$ cat config.mk
export PLATFORM = sky130hd
export DESIGN_NAME = serial_add_seq_flat
export DESIGN_NICKNAME = d
export VERILOG_FILES = /design/src/rtl/serial_add_seq_if.sv /design/src/rtl/serial_add_seq.sv /design/src/flat_wrapper.sv
export SDC_FILE = /design/constraint.sdc
export NUM_CORES = 1
export LEC_CHECK = 0
export BUFFER_PORTS_ARGS = -buffer_cell sky130_fd_sc_hd__buf_2
export CAP_MARGIN = 20
export CELL_PAD_IN_SITES_DETAIL_PLACEMENT = 1
export CELL_PAD_IN_SITES_GLOBAL_PLACEMENT = 2
export CORE_MARGIN = 2
export CORE_UTILIZATION = 36
export CTS_BUF_LIST = sky130_fd_sc_hd__clkbuf_2
export DETAILED_ROUTE_END_ITERATION = 7
export PLACE_DENSITY_LB_ADDON = 0.12
export REMOVE_ABC_BUFFERS = 1
export SYNTH_ARGS = -nofsm -noshare
export SYNTH_HDL_FRONTEND = slang
export SYNTH_SLANG_ARGS = --single-unit
export TNS_END_PERCENT = 10
$ cat constraint.sdc
create_clock -name clk -period 1.84 [get_ports clk]
set_clock_uncertainty 0.15 [all_clocks]
set_input_delay 0.184 -clock clk [delete_from_list [all_inputs] [get_ports clk]]
set_output_delay 0.184 -clock clk [all_outputs]
set_load 0.01 [all_outputs]
$ cat src/rtl/serial_add_seq_if.sv
// Operand and result handshake bundle for the bit-serial add sequencer.
// The master drives operands and consumes results; the slave is the sequencer.
interface serial_add_seq_if #(
    parameter int WIDTH = 8
);
    logic             in_valid;
    logic             in_ready;
    logic [WIDTH-1:0] in_a;
    logic [WIDTH-1:0] in_b;
    logic             in_ci;
    logic             out_valid;
    logic             out_ready;
    logic [WIDTH-1:0] out_sum;
    logic             out_co;

    modport master (
        output in_valid, in_a, in_b, in_ci, out_ready,
        input  in_ready, out_valid, out_sum, out_co
    );

    modport slave (
        input  in_valid, in_a, in_b, in_ci, out_ready,
        output in_ready, out_valid, out_sum, out_co
    );
endinterface

$ cat src/rtl/serial_add_seq.sv
// Bit-serial add sequencer: streams two operands LSB-first through an external
// 1-bit full adder and returns the collected sum and final carry.
module serial_add_seq #(
    parameter int WIDTH = 8,
    parameter int CNT_W = $clog2(WIDTH) + 1
) (
    input  logic                  clk,
    input  logic                  rst,
    serial_add_seq_if.slave       bus,
    output logic                  fa_a_o,
    output logic                  fa_b_o,
    output logic                  fa_ci_o,
    input  logic                  fa_sum_i,
    input  logic                  fa_co_i
);
    typedef enum logic [1:0] {
        ST_IDLE = 2'd0,
        ST_RUN  = 2'd1,
        ST_DONE = 2'd2
    } state_t;

    localparam logic [CNT_W-1:0] LAST_CNT = CNT_W'(WIDTH - 1);

    state_t           state_q;
    logic [WIDTH-1:0] a_sh_q;
    logic [WIDTH-1:0] b_sh_q;
    logic [WIDTH-1:0] sum_sh_q;
    logic [WIDTH-1:0] sum_sh_d;
    logic             carry_q;
    logic [CNT_W-1:0] cnt_q;
    logic             in_ready_q;
    logic             out_valid_q;
    logic [WIDTH-1:0] out_sum_q;
    logic             out_co_q;

    // Next sum shadow: incoming adder bit enters at the MSB (also correct for WIDTH=1).
    always_comb begin
        sum_sh_d            = sum_sh_q >> 1;
        sum_sh_d[WIDTH-1]   = fa_sum_i;
    end

    // Sequencer FSM with registered handshake outputs.
    always_ff @(posedge clk or posedge rst) begin
        if (rst) begin
            state_q     <= ST_IDLE;
            a_sh_q      <= '0;
            b_sh_q      <= '0;
            sum_sh_q    <= '0;
            carry_q     <= 1'b0;
            cnt_q       <= '0;
            in_ready_q  <= 1'b1;
            out_valid_q <= 1'b0;
            out_sum_q   <= '0;
            out_co_q    <= 1'b0;
        end else begin
            case (state_q)
                ST_IDLE: begin
                    if (bus.in_valid) begin
                        a_sh_q     <= bus.in_a;
                        b_sh_q     <= bus.in_b;
                        carry_q    <= bus.in_ci;
                        sum_sh_q   <= '0;
                        cnt_q      <= '0;
                        in_ready_q <= 1'b0;
                        state_q    <= ST_RUN;
                    end
                end
                ST_RUN: begin
                    sum_sh_q <= sum_sh_d;
                    carry_q  <= fa_co_i;
                    a_sh_q   <= a_sh_q >> 1;
                    b_sh_q   <= b_sh_q >> 1;
                    cnt_q    <= cnt_q + CNT_W'(1);
                    if (cnt_q == LAST_CNT) begin
                        // Result is captured straight from the final adder cycle.
                        out_valid_q <= 1'b1;
                        out_sum_q   <= sum_sh_d;
                        out_co_q    <= fa_co_i;
                        state_q     <= ST_DONE;
                    end
                end
                ST_DONE: begin
                    if (bus.out_ready) begin
                        out_valid_q <= 1'b0;
                        out_sum_q   <= '0;
                        out_co_q    <= 1'b0;
                        in_ready_q  <= 1'b1;
                        state_q     <= ST_IDLE;
                    end
                end
                default: begin
                    state_q     <= ST_IDLE;
                    in_ready_q  <= 1'b1;
                    out_valid_q <= 1'b0;
                    out_sum_q   <= '0;
                    out_co_q    <= 1'b0;
                end
            endcase
        end
    end

    assign fa_a_o        = (state_q == ST_RUN) ? a_sh_q[0] : 1'b0;
    assign fa_b_o        = (state_q == ST_RUN) ? b_sh_q[0] : 1'b0;
    assign fa_ci_o       = (state_q == ST_RUN) ? carry_q   : 1'b0;
    assign bus.in_ready  = in_ready_q;
    assign bus.out_valid = out_valid_q;
    assign bus.out_sum   = out_sum_q;
    assign bus.out_co    = out_co_q;
endmodule

$ cat src/flat_wrapper.sv
// flat-port wrapper written by rule: the top's interface ports become plain ports
module serial_add_seq_flat 
#(
    parameter int WIDTH = 8,
    parameter int CNT_W = $clog2(WIDTH) + 1
)
  (clk, rst, fa_a_o, fa_b_o, fa_ci_o, fa_sum_i, fa_co_i, bus_in_valid, bus_in_a, bus_in_b, bus_in_ci, bus_out_ready, bus_in_ready, bus_out_valid, bus_out_sum, bus_out_co);
  serial_add_seq_if #(.WIDTH(WIDTH)) bus_i ();
  input  logic clk;
  input  logic rst;
  output logic fa_a_o;
  output logic fa_b_o;
  output logic fa_ci_o;
  input  logic fa_sum_i;
  input  logic fa_co_i;
  input wire logic [$bits(bus_i.in_valid)-1:0] bus_in_valid;
  input wire logic [$bits(bus_i.in_a)-1:0] bus_in_a;
  input wire logic [$bits(bus_i.in_b)-1:0] bus_in_b;
  input wire logic [$bits(bus_i.in_ci)-1:0] bus_in_ci;
  input wire logic [$bits(bus_i.out_ready)-1:0] bus_out_ready;
  output wire logic [$bits(bus_i.in_ready)-1:0] bus_in_ready;
  output wire logic [$bits(bus_i.out_valid)-1:0] bus_out_valid;
  output wire logic [$bits(bus_i.out_sum)-1:0] bus_out_sum;
  output wire logic [$bits(bus_i.out_co)-1:0] bus_out_co;
  assign bus_i.in_valid = bus_in_valid;
  assign bus_i.in_a = bus_in_a;
  assign bus_i.in_b = bus_in_b;
  assign bus_i.in_ci = bus_in_ci;
  assign bus_i.out_ready = bus_out_ready;
  assign bus_in_ready = bus_i.in_ready;
  assign bus_out_valid = bus_i.out_valid;
  assign bus_out_sum = bus_i.out_sum;
  assign bus_out_co = bus_i.out_co;
  serial_add_seq #(.WIDTH(WIDTH), .CNT_W(CNT_W)) u_core (.clk(clk), .rst(rst), .bus(bus_i), .fa_a_o(fa_a_o), .fa_b_o(fa_b_o), .fa_ci_o(fa_ci_o), .fa_sum_i(fa_sum_i), .fa_co_i(fa_co_i));
endmodule
==> results.ini <==
[run_status]
run_status=finished, final reports clean

[grt]
grt_util_all_layers_pct=17.0
grt_max_degree=42
grt_pass1_wl_mm=7.08
antenna_found_initial=0
grt-ovfl-total=0
grt_pass1_vias=1526

[cells_and_area]
fillers=544
diodes=0
final_cell_area_sq_um=2280
fin_nets=249
drive_above_1_share_pct=27.4
areaGrowthSynthToFinish_pct=29.2

[logic_synthesis]
synth-warning-count=0
synth-simple-area-share_pct=16.7
muxShareOfSynthArea_pct=0.568
synthTopCellsByArea=dfrtp_1 57%, nand2_1 10%, a22oi_1 6.0%
async_flop_share_pct=100
synth_top_family_by_area=compound AO/OA/AOI/OAI gates
synth_flop_cell=dfrtp_1
synth_fa_ha_area_share_pct=0.710
synth_edf_count=0
synth_common_cells=47 x nand2_1, 40 x dfrtp_1, 14 x a22oi_1, 10 x o21ai_0, 9 x a22o_1
ys_seq_area_share_pct=58.3
synth_area_leader_cell=dfrtp_1
synthesis.area_sq_um=1760
syn_avg_cell_area_sq_um=11.0
synth_top_area_share_pct=56.8
yosysUniqueCellTypes=31
synth-compound-area-share_pct=18.4
ys_ff_latch=41
yosys.cell_count.top_type=nand2_1
synthCells=160
synth_xor_area_share_pct=0

[floorplan]
initial_utilization_pct=37.3
core_area_sq_um=4720
die_w_um=74.0
num_rows=25
die_h_um=74.0
io_pins=37
die-area_sq_um=5470

[place]
gp_congestion=0.765
numPortBuffers=36
dp_hpwl_mm=2.91
place_area_sq_um=1990

[critical_path]
end_kind=flip-flop
r2r_start=u_core.cnt_q[0]
crit_arrival_ns=1.89
startpoint_type=flip-flop
worstPathRequired_ns=2.03
worstSetupPathType=flip-flop to flip-flop
cp-startpoint=u_core.cnt_q[0]
worstPathMaxFanout=10

[power_and_ir_drop]
swShare_pct=36.7
p_leak_nw=1.17
pwr_density_cell_nw_per_um2=1330
p_total_mw=3.04
p_sw_mw=1.12
clkPwrFrac_pct=13.1
power_frac_comb_pct=38.5
ir_drop_uv=507
power_frac_seq_pct=48.4
internal-power_mw=1.92

[detailed_routing]
vias=1436
first_pass_iters=4
wire_per_inst_um=14.4
drtAntennaViolNets=0
wl_mm=4.22
post_drt_via_cell_ratio=4.90
drc=0
dr.first_iter.drc_count=74

[cts]
cts_root_buf=clkbuf_2
clock_sink_count=41
cts_tree=done
cts_buffers=5
ctsHtreeMaxLevel=2
clock_latency_ns=0.40
path_clk_slew_ns=0.20
cts.path.max_buffers=2

[timing]
tightest_slew_ns=0.518
drv_slew=0
rsz0062_at_grt=no
finalSetupViolCount=0
hold_violations=0
setup-tns-final_ns=0
slew_headroom_pct=65.5
min_period_over_period_pct=91.9
fmax_mhz=591
fin_crit_ns=1.69

[hold_path]
hold_path.class=input port to async pin

[run]
cap_violations=0

==> cells by family (layout without fill, tap and decap cells) <==
logic type,Yosys count,after routing
buffers and inverters,12,78
DFF,41,41
and+or+nand+nor,62,62
adders and majority gates,1,1
muxes,1,1
AOI/OAI and AO/OA,43,43
==> worst paths after layout <==
path / slack [ns] / to / cells after the start
max in group asynchronous: 0.87 / u_core.state_q[0] / 4
worst max register to register: 0.15 / u_core.bus.out_sum[4] / 4
worst min-delay path: 0.29 / u_core.b_sh_q[0] / 4
worst min register to register: 0.32 / u_core.bus.in_ready / 2
min in group clk: 0.32 / u_core.bus.in_ready / 2
worst max-delay path: 0.15 / u_core.bus.out_sum[4] / 4
==> layout by cell type (no fill, tap or decap), types with 2 or more instances in the layout <==
cell	n
clkbuf_2	8
a22o_1	9
nand2b_1	2
a21o_1	2
and2_1	4
inv_1	2
o21ai_0	10
nor3b_1	2
nand2_1	47
dlygate4sd3_1	22
buf_4	10
buf_2	36
dfrtp_1	38
a22oi_1	14
dfrtp_2	2
==> flip-flops by register name (all words and copies together), names as in the netlist <==
signal / cells
u_core.a_sh_q: 8
u_core.b_sh_q: 8
u_core.bus.out_sum: 8
u_core.sum_sh_q: 7
u_core.cnt_q: 4
u_core.state_q: 2
u_core.bus.in_ready: 1
u_core.bus.out_co: 1
u_core.bus.out_valid: 1
u_core.carry_q: 1
==> metal layers <==
metal | track usage, % | vias up | part of all wire (%)
li1 | - | 682 | -
met1 | 22.0 | 722 | 45
met4 | 4.85 | 0 | 1.3
met5 | 0 | - | 0
met3 | 4.07 | 5 | 3.2
met2 | 28.6 | 27 | 50
==> timing repair <==
action	CTS	global route
hold buffers	22	0
endpoints found under the setup margin	3	3
buffers inserted	2	1
resized for setup	1	1
pin swaps	0	0
endpoints found under the hold margin	62	0
==> layout make-up <==
class / instances / area [sq um] / share of cell area (%)
sequential: 41 / 1030 / 45.2
multi-input combinational: 107 / 642 / 28.2
timing repair buffer: 68 / 475 / 20.9
tap: 67 / 83.8 / 3.68
clock buffer: 8 / 40.0 / 1.76
inverter: 2 / 7.51 / 0.329
==> through the flow <==
step,cells,utilization (%),hold slack [ns],setup WS [ns]
after floorplan,150,-,0.151,0.223
after global placement,260,42.2,0.190,0.187
after detailed placement,260,42.2,0.213,0.193
after CTS,292,48.1,0.306,0.0550
after global routing,293,48.2,0.328,0.0595
final,293,48.2,0.291,0.149
==> critical path: stages, from the launching register on <==
cell,delay (ns)
dfrtp_1,0.45
ha_1,0.24
and3b_1,0.26
a21boi_4,0.35
a22o_1,0.20
==> power groups by stage <==
stage	sequential, mW	combinational (mW)	clock [mW]
global placement	1.50	1.06	0
global route	1.53	1.32	0.444
detailed placement	1.53	1.10	0
CTS	1.49	1.18	0.412
floorplan	1.51	0.647	0
finish	1.47	1.17	0.397
(Power assumes the default switching activity.)
